`config.mk`:
```
export PLATFORM = sky130hd
export DESIGN_NAME = pps_discipline
export DESIGN_NICKNAME = d
export VERILOG_FILES = /design/src/rtl/pps_pkg.sv /design/src/rtl/pps_edge_sync.sv /design/src/rtl/pps_discipline.sv
export SDC_FILE = /design/constraint.sdc
export NUM_CORES = 1
export LEC_CHECK = 0
export CORE_MARGIN = 5
export CORE_UTILIZATION = 41
export DETAILED_ROUTE_END_ITERATION = 8
export PLACE_DENSITY_LB_ADDON = 0.12
export SYNTH_ARGS = -nofsm -noshare
export SYNTH_HDL_FRONTEND = slang
export SYNTH_HIERARCHICAL = 1
export SYNTH_SLANG_ARGS = --single-unit
```
`constraint.sdc`:
```
create_clock -name clk -period 6.5 [get_ports clk]
set_input_delay 1.3 -clock clk [delete_from_list [all_inputs] [get_ports clk]]
set_output_delay 1.3 -clock clk [all_outputs]
set_load 0.005 [all_outputs]
```
`src/rtl/pps_pkg.sv`:
```
// Purpose: shared types and default constants for the PPS disciplining block and its RTC-side benches.
// Latency: n/a (declarations only).
// Backpressure: n/a.
package pps_pkg;

    // Discipline FSM encodings; the numeric values are visible to software/debug taps.
    typedef enum logic [1:0] {
        SEARCH   = 2'd0,
        LOCKED   = 2'd1,
        HOLDOVER = 2'd2
    } pps_state_t;

    // Nominal system clock rate and acceptance window for a real one-second interval.
    localparam int PPS_CLK_HZ       = 10_000_000;
    localparam int PPS_TOL_CYCLES   = 1_000;
    localparam int PPS_LOCK_COUNT   = 3;
    localparam int PPS_HOLDOVER_MAX = 3600;

    // Increment that sticks at all-ones instead of wrapping.
    function automatic logic [15:0] sat_inc16(input logic [15:0] v);
        return (v == 16'hFFFF) ? v : v + 16'd1;
    endfunction

endpackage

```
`src/rtl/pps_edge_sync.sv`:
```
// Purpose: 3-flop synchroniser for the asynchronous PPS input plus rising-edge detect.
// Latency: rise is high during the 2nd clk after pps_in is first sampled high.
// Backpressure: none; rise is a one-cycle strobe.
// Ports: clk, rst (async, active-high), pps_in (raw async PPS), rise (one-cycle edge strobe).
// The chain presets to all ones so an input already high at reset release is not an edge.
module pps_edge_sync (
    input  logic clk,
    input  logic rst,
    input  logic pps_in,
    output logic rise
);

    logic [2:0] sync;   // [0]=s1, [1]=s2, [2]=s3

    always_ff @(posedge clk or posedge rst) begin
        if (rst) begin
            sync <= 3'b111;
        end else begin
            sync <= {sync[1:0], pps_in};
        end
    end

    assign rise = sync[1] & ~sync[2];

endmodule

```
`src/rtl/pps_discipline.sv`:
```
// Purpose: turns raw GPS PPS into a validated one-cycle pps strobe, with lock tracking and optional holdover.
// Latency: pps is high 3 clk after pps_in rises (2 sync flops + registered strobe).
// Backpressure: none; consumers must take pps the cycle it is high.
// Ports: clk, rst (async, active-high), pps_in (raw PPS), pps (second strobe), locked, holdover,
//        period (last accepted interval, clk cycles), holdover_sec (synthetic pulses this/last holdover).
// Build option: define PPS_HOLDOVER_EN to free-run from the last period when GPS pulses stop;
//        without it a lost lock returns to SEARCH and holdover/holdover_sec read 0.
module pps_discipline
    import pps_pkg::*;
#(
    parameter int CLK_HZ       = PPS_CLK_HZ,
    parameter int TOL_CYCLES   = PPS_TOL_CYCLES,
    parameter int LOCK_COUNT   = PPS_LOCK_COUNT,
    parameter int HOLDOVER_MAX = PPS_HOLDOVER_MAX,
    parameter int CNT_W        = 32
) (
    input  logic             clk,
    input  logic             rst,
    input  logic             pps_in,
    output logic             pps,
    output logic             locked,
    output logic             holdover,
    output logic [CNT_W-1:0] period,
    output logic [15:0]      holdover_sec
);

    localparam int GOOD_W = (LOCK_COUNT > 1) ? $clog2(LOCK_COUNT) : 1;
    localparam logic [GOOD_W-1:0] GOOD_LAST = GOOD_W'(LOCK_COUNT - 1);
    localparam logic [CNT_W-1:0]  WIN_LO    = CNT_W'(CLK_HZ - TOL_CYCLES);
    localparam logic [CNT_W-1:0]  WIN_HI    = CNT_W'(CLK_HZ + TOL_CYCLES);
    // First interval length that can no longer be a valid second: lock is lost here.
    localparam logic [CNT_W-1:0]  LOSS_AT   = CNT_W'(CLK_HZ + TOL_CYCLES + 1);

    if (LOCK_COUNT < 1 || HOLDOVER_MAX < 1) begin : g_param_check
        $error("pps_discipline: LOCK_COUNT and HOLDOVER_MAX must be >= 1");
    end

    logic              rise;
    logic [CNT_W-1:0]  cnt;
    logic [CNT_W-1:0]  cnt_inc;
    logic [CNT_W-1:0]  interval;
    logic              valid;
    logic [GOOD_W-1:0] good_cnt;
    pps_state_t        state;

    pps_edge_sync u_sync (
        .clk    (clk),
        .rst    (rst),
        .pps_in (pps_in),
        .rise   (rise)
    );

    // Interval length if a second boundary lands on this cycle.
    assign interval = cnt + CNT_W'(1);
    assign cnt_inc  = (cnt == '1) ? cnt : interval;
    assign valid    = (interval >= WIN_LO) && (interval <= WIN_HI);
    assign locked   = (state == LOCKED);

`ifdef PPS_HOLDOVER_EN
    localparam logic [CNT_W-1:0] HALF_SEC = CNT_W'(CLK_HZ / 2);

    logic [15:0] hsec;
    logic [15:0] hsec_inc;

    assign hsec_inc     = sat_inc16(hsec);
    assign holdover     = (state == HOLDOVER);
    assign holdover_sec = hsec;
`else
    assign holdover     = 1'b0;
    assign holdover_sec = 16'd0;
`endif

    always_ff @(posedge clk or posedge rst) begin
        if (rst) begin
            state    <= SEARCH;
            cnt      <= '0;
            good_cnt <= '0;
            pps      <= 1'b0;
            period   <= '0;
`ifdef PPS_HOLDOVER_EN
            hsec     <= 16'd0;
`endif
        end else begin
            pps <= 1'b0;
            cnt <= cnt_inc;
            case (state)
                SEARCH: begin
                    // Every edge is passed through while searching; only in-window ones build lock.
                    if (rise) begin
                        pps <= 1'b1;
                        cnt <= '0;
                        if (valid) begin
                            if (good_cnt == GOOD_LAST) begin
                                state    <= LOCKED;
                                period   <= interval;
                                good_cnt <= '0;
                            end else begin
                                good_cnt <= good_cnt + 1'b1;
                            end
                        end else begin
                            good_cnt <= '0;
                        end
                    end
                end
                LOCKED: begin
                    // An early edge is treated as a glitch: no strobe, and the running
                    // interval keeps counting toward the real boundary.
                    if (rise && valid) begin
                        pps    <= 1'b1;
                        period <= interval;
                        cnt    <= '0;
                    end else if (interval == LOSS_AT) begin
`ifdef PPS_HOLDOVER_EN
                        pps   <= 1'b1;
                        cnt   <= '0;
                        hsec  <= 16'd1;
                        state <= (HOLDOVER_MAX == 1) ? SEARCH : HOLDOVER;
`else
                        state    <= SEARCH;
                        good_cnt <= '0;
`endif
                    end
                end
`ifdef PPS_HOLDOVER_EN
                HOLDOVER: begin
                    // A returning real edge takes priority over a synthetic tick due the
                    // same cycle; it only strobes if the previous tick is far enough back.
                    if (rise) begin
                        state    <= SEARCH;
                        cnt      <= '0;
                        good_cnt <= '0;
                        if (interval >= HALF_SEC) begin
                            pps <= 1'b1;
                        end
                    end else if (interval == period) begin
                        pps  <= 1'b1;
                        cnt  <= '0;
                        hsec <= hsec_inc;
                        if (hsec_inc == 16'(HOLDOVER_MAX)) begin
                            state <= SEARCH;
                        end
                    end
                end
`endif
                default: begin
                    state <= SEARCH;
                end
            endcase
        end
    end

endmodule

```
==> flow_summary.ini <==
[run]
max_cap_viol_count = 0

[grt]
grt_use_total_pct = 16.10
grt_max_degree = 69
antenna_found_initial = 0
grt_pass1_wl_um = 15060
grt-ovfl-total = 0
grt_pass1_vias = 3014

[power]
switching_share_pct = 27.51
ir_drop_mv = 0.1616
p_clk_share_pct = 39.8
switchingPower_uw = 254.0
powerDensity_nw_per_um2 = 201.4
power_frac_seq_pct = 52.0
internal-power_uw = 669.1
p_comb_share_pct = 8.2
power.leakage_uw = 0.001872

[clock_network]
cts_root_buf = clkbuf_8
cts_hold_buf = 0
cts_max_path_buffers = 2
cts_resized = 0
numCtsBuffers = 9
clk_latency_ns = 0.36
post_cts_buffers = 0
clkTransAtPathRegs_ns = 0.08
clock-sinks = 71
cts_tree = built
h-tree-depth = 3

[synthesis]
synth_area_leader_cell = dfrtp_1
synth-edff-count = 0
netlist_instances = 420
syn_area_um2 = 4043
synth_warnings = 6
ys.flop_type = dfrtp_1
ys_ff_latch = 71
synth.avg_cell_area_um2 = 9.625
synth_area_leaders = dfrtp_1 42%, xnor2_1 5.0%, a21oi_1 4.2%
ys_types = 64
synth_top_area_share_pct = 42.09
ys_seq_area_share_pct = 44.04
synthArstFlopShare_pct = 100.0

[place]
place_ws_ns = 2.400
placed_area_um2 = 4378
port_buffers = 36
routabilityCongestion = 0.8502
hpwl_um = 6271

[sta]
finalSetupTns_ns = 0
skew_ns = 0.01152
timing.slew.headroom_pct = 16.78
final.min_clock_period_ns = 4.113
layout_setup_ws_ns = 2.387
tightest_slew_ns = 1.248
min_period_over_period_pct = 63.27
finalHoldViolations = 0
rsz0062_at_grt = no
fmax_mhz = 243.2
slew_violations = 0
finalSetupViolCount = 0

[finish]
drive_gt1_share_pct = 9.193
area_growth_pct = 13.40
antennaDiodeCount = 0
postLayoutCoreUtil_pct = 47.34
layout_commonest_cell = dfrtp_1
fin_nets = 446
fillers = 935
fin_area_um2 = 4584
most-common-layout-cells = 68 x dfrtp_1, 36 x clkdlybuf4s50_1, 34 x a21oi_1

[setup_path]
cp_max_fo = 33
crit_chain = ha_1, nand3_2, nor3_1, nand4_1, a311oi_1, nand2_1, nor4_1, o21ai_0, a21boi_4, a21oi_1
path_class = register to register
cpMaxStageDelayCell = a21boi_4
cpPeakStageDelay_ns = 0.79
path_buf_inv = 0
cp_top_family = simple AND/OR/NAND/NOR gates
start_kind = register
required_ns = 6.69
end_kind = register
crit_arrival_ns = 4.30

[floorplan]
row_count = 36
dieWidth_um = 109.3
dieArea_um2 = 11950
core_area_um2 = 9684
die_h_um = 109.3
initial_core_util_pct = 41.74
ios = 54

[min_path]
hp-class = register to register

[detailed_routing]
routed_via_density = 5.373
routedWlPerCell_um = 15.76
final_antenna_net_count = 0
num_vias = 3111
first_pass_iters = 4
drt_iter0_drc = 112
drc = 0
wirelength_um = 9125

[status]
outcome = finished clean
[cells in the mapped netlist, types with 5 or more instances]
cell      count
buf_4        22
xor2_1       11
nor4_1       10
a21oi_1      34
dfrtp_1      68
nand2_1      24
nand3_1      16
xnor2_1      23
and3_1        5
and2_1        5
or3_1         6
nor2_1       20
inv_1        20
mux2_2        5
and4_1        9
nor2b_1      16
buf_2        12
or2_2         5
clkbuf_1      7
nor3_1        8
o21ai_0      11
nand4_1      16
mux2i_1       8
[final cells by class]
cell class	instances	area, um^2	area share, %
Multi-Input combinational cell	302	1988	43.37
Sequential cell	71	1780	38.84
Timing Repair Buffer	37	367.9	8.024
Tap cell	133	166.4	3.630
Clock buffer	10	137.6	3.002
Inverter	20	75.07	1.638
Clock inverter	6	68.82	1.501
[worst paths after layout]
kind | from | end | slack [ns] | depth (start not counted)
worst max-delay path | cnt[0] | cnt[12] | 2.39 | 10
worst min-delay path | u_sync/sync[0] | u_sync/sync[1] | 0.37 | 0
worst max register to register | cnt[0] | cnt[12] | 2.39 | 10
worst min register to register | u_sync/sync[0] | u_sync/sync[1] | 0.37 | 0
max in group asynchronous | rst | period[23] | 4.41 | 3
min in group asynchronous | rst | u_sync/sync[1] | 1.34 | 2
[registers in the layout (all words and copies together), names as in the netlist]
name         cells
u_sync/sync      3
period          32
pps              1
state            1
good_cnt         2
cnt             32
[per-layer routing]
layer	track usage (%)	vias to the layer above	part of all wire, %
met1	21.72	1515	48
met2	25.00	71	46
met5	0	-	0
li1	-	1513	-
met3	2.819	12	4.1
met4	8.014	0	2.0
[power groups by stage]
| stage | clock (uW) | combinational [uW] | sequential (uW) |
|---|---|---|---|
| 2_1_floorplan | 0 | 83.2 | 470 |
| 3_3_place_gp | 0 | 75.9 | 487 |
| 3_5_place_dp | 0 | 75.5 | 488 |
| 4_1_cts | 380 | 75.8 | 480 |
| 5_1_grt | 395 | 85.5 | 483 |
| 6_report | 367 | 75.4 | 480 |
[kinds of logic after synthesis]
logic type      Yosys count  share of synthesized area (%)
simple gates            161                          23.89
compound gates           75                          12.16
flops                    71                          44.04
buf+inv                  63                          8.449
xor+xnor                 34                          7.366
mux                      13                          3.374
fa+ha+maj                 2                         0.6189
other cells               1                        0.09276
[through the flow]
step	cells	hold WS (ns)	power, uW
5_1_grt	579	0.3745	963.7
3_5_place_dp	563	0.3504	563.4
2_1_floorplan	436	0.3452	553.5
6_report	579	0.3658	923.1
4_1_cts	579	0.3655	935.3
3_3_place_gp	563	0.3467	563.1
(Power assumes the default switching activity.)
==> RTL change: new RTL, config.mk and constraints unchanged <==
Change the parameter `CNT_W` from 32 to 16.
--- a/src/rtl/pps_discipline.sv
+++ b/src/rtl/pps_discipline.sv
@@ -13,5 +13,5 @@
     parameter int LOCK_COUNT   = PPS_LOCK_COUNT,
     parameter int HOLDOVER_MAX = PPS_HOLDOVER_MAX,
-    parameter int CNT_W        = 32
+    parameter int CNT_W        = 16
 ) (
     input  logic             clk,
Ports: changed (resized period); port bits go from 54 to 38. No check against the original RTL was run, so the function may have changed too.
==> RTL change against the unedited design <==
Final cell count fell by 44%; routed wire length shrank 50%; sequential cell count down 32; worst hold slack got worse by 0.0089 ns; final area down 44%; non-clock buffer count decreased by 15; area after synthesis is 43% lower; setup slack gained 0.64 ns; largest power group unchanged; critical endpoint is now period[1]$_DFFE_PP0P_; combinational power is 5.3% lower; total power fell by 40%; clock power shrank 44%; global-route usage fell by 2.8 points.
==> RTL change: results (changes against the unedited design) <==
<table>
<tr><th>Metric</th><th>Value</th></tr>
<tr><th colspan="2">Outcome</th></tr>
<tr><td>Outcome</td><td>finished, final reports clean</td></tr>
<tr><th colspan="2">Pwr</th></tr>
<tr><td>IR Drop Worst-Case VDD</td><td>79.4 µV (-51%)</td></tr>
<tr><td>Leakage Power</td><td>1.15 nW (-38%)</td></tr>
<tr><th colspan="2">Drt</th></tr>
<tr><td>Number of search-and-repair iterations in the first detailed-routing pass</td><td>6 (+2)</td></tr>
<tr><td>DR vias/cell</td><td>5.17 (-3.8%)</td></tr>
<tr><th colspan="2">Cells and area</th></tr>
<tr><td>Fill cells</td><td>525 (-44%)</td></tr>
<tr><td>Layout Nets</td><td>257 (-42%)</td></tr>
<tr><td>Largest registers</td><td>cnt: 16 flops, period: 16 flops, u_sync/sync: 3 flops</td></tr>
<tr><td>Proportion of layout cells with a drive suffix above 1</td><td>0.0830 (-0.00892)</td></tr>
<tr><th colspan="2">Place</th></tr>
<tr><td>Port Buffer Count</td><td>20 (-44%)</td></tr>
<tr><td>Instance area after placement</td><td>2450 µm² (-44%)</td></tr>
<tr><td>Final HPWL DP</td><td>3330 µm (-47%)</td></tr>
<tr><th colspan="2">Setup path</th></tr>
<tr><td>Number of cells on the worst reg-to-reg path</td><td>9 (-1)</td></tr>
<tr><td>Critical-path top delay cell</td><td>sky130_fd_sc_hd__or4_4</td></tr>
<tr><td>Arrival time worst endpoint</td><td>3.65 ns (-0.65 ns)</td></tr>
<tr><td>Reg2Reg Capture Point</td><td>period[1]$_DFFE_PP0P_</td></tr>
<tr><td>R2R Setup Slk</td><td>3.02 ns (+0.64 ns)</td></tr>
<tr><td>Maximum fanout encountered on the critical timing path</td><td>17 (-48%)</td></tr>
<tr><th colspan="2">Global routing</th></tr>
<tr><td>Total global-route track usage</td><td>0.133 (-0.0275)</td></tr>
<tr><td>Largest net degree at the start of global routing</td><td>37 (-46%)</td></tr>
<tr><td>Vias in the first global route</td><td>1674 (-44%)</td></tr>
<tr><th colspan="2">Synthesis</th></tr>
<tr><td>Leading post-synthesis cells by cell area</td><td>sky130_fd_sc_hd__dfrtp_1 39%, sky130_fd_sc_hd__buf_4 6.8%, sky130_fd_sc_hd__mux2i_1 4.7%, sky130_fd_sc_hd__xnor2_1 4.5%, sky130_fd_sc_hd__a21oi_1 3.9%</td></tr>
<tr><td>List of most frequent post-synthesis cells</td><td>36 x sky130_fd_sc_hd__dfrtp_1, 21 x sky130_fd_sc_hd__buf_4, 19 x sky130_fd_sc_hd__inv_1, 18 x sky130_fd_sc_hd__a21oi_1</td></tr>
<tr><th colspan="2">Timing</th></tr>
<tr><td>Worst relative slew slack</td><td>0.540 (+0.372)</td></tr>
<tr><td>Setup skew after layout</td><td>0.00538 ns (-0.00614 ns)</td></tr>
<tr><th colspan="2">Clocking</th></tr>
<tr><td>TritonCTS buffer count</td><td>5 (-4)</td></tr>
</table>
## RTL change: cell types whose count changed in the layout (fill, tap and decap cells not counted), moves of 11 or more
cell,change
sky130_fd_sc_hd__a21oi_1,-16
sky130_fd_sc_hd__nand2_1,-12
sky130_fd_sc_hd__xnor2_1,-11
sky130_fd_sc_hd__nor2b_1,-16
sky130_fd_sc_hd__clkdlybuf4s50_1,-16
sky130_fd_sc_hd__dfrtp_1,-32
## RTL change: worst min path at each step
| stage | cells after the start | start | endpoint | slack (ns) |
|---|---|---|---|---|
| finish | 0 | u_sync/sync[0]$_DFF_PP1_ | u_sync/sync[1]$_DFF_PP1_ | 0.36 |
| global route | 0 | u_sync/sync[0]$_DFF_PP1_ | u_sync/sync[1]$_DFF_PP1_ | 0.36 |
| CTS | 0 | u_sync/sync[0]$_DFF_PP1_ | u_sync/sync[1]$_DFF_PP1_ | 0.36 |
| detailed placement | 0 | u_sync/sync[0]$_DFF_PP1_ | u_sync/sync[1]$_DFF_PP1_ | 0.35 |
| global placement | 0 | u_sync/sync[0]$_DFF_PP1_ | u_sync/sync[1]$_DFF_PP1_ | 0.35 |
| floorplan | 0 | u_sync/sync[0]$_DFF_PP1_ | u_sync/sync[1]$_DFF_PP1_ | 0.35 |
## RTL change: power breakdown
group	leakage, nW	switching, mW	internal [mW]	total, mW
combinational	0.562	0.0413	0.0302	0.0714
clock	0.0612	0.0822	0.124	0.206
sequential	0.529	0.0270	0.253	0.280
## RTL change: cell families (layout without fill, tap and decap cells)
| family | after synthesis | in the layout | share of synthesized area |
|---|---|---|---|
| xor+xnor | 15 | 15 | 0.0566 |
| simple gates | 73 | 73 | 0.189 |
| buf+inv | 54 | 49 | 0.133 |
| compound gates | 45 | 45 | 0.128 |
| other cells | 1 | 17 | 0.00161 |
| flops | 39 | 39 | 0.422 |
| fa+ha+maj | 2 | 2 | 0.0108 |
| mux | 13 | 13 | 0.0603 |
## RTL change: layout make-up
cell class / instances / area [µm²] / share of cell area
sequential: 39 / 980 / 0.381
multi-input combinational: 165 / 1090 / 0.426
inverter: 19 / 71.3 / 0.0278
clock inverter: 2 / 35.0 / 0.0136
timing repair buffer: 22 / 215 / 0.0838
tap: 72 / 90.1 / 0.0351
clock buffer: 6 / 82.6 / 0.0321
## RTL change: layer usage
layer	global-route usage	vias up	share of wire
met2	0.217	44	0.46
li1	-	817	-
met1	0.176	814	0.47
met4	0.0331	0	0.010
met5	0	-	0
met3	0.0359	5	0.059
## RTL change: stage by stage
step	utilization	instances	setup WS (ns)	hold WS, ns	power (mW)
after detailed placement	0.445	317	3.04	0.347	0.355
after global placement	0.445	317	3.01	0.346	0.356
after global routing	0.466	325	2.83	0.361	0.585
after floorplan	-	258	3.54	0.345	0.349
final	0.466	325	3.02	0.357	0.558
after CTS	0.466	325	3.00	0.359	0.565
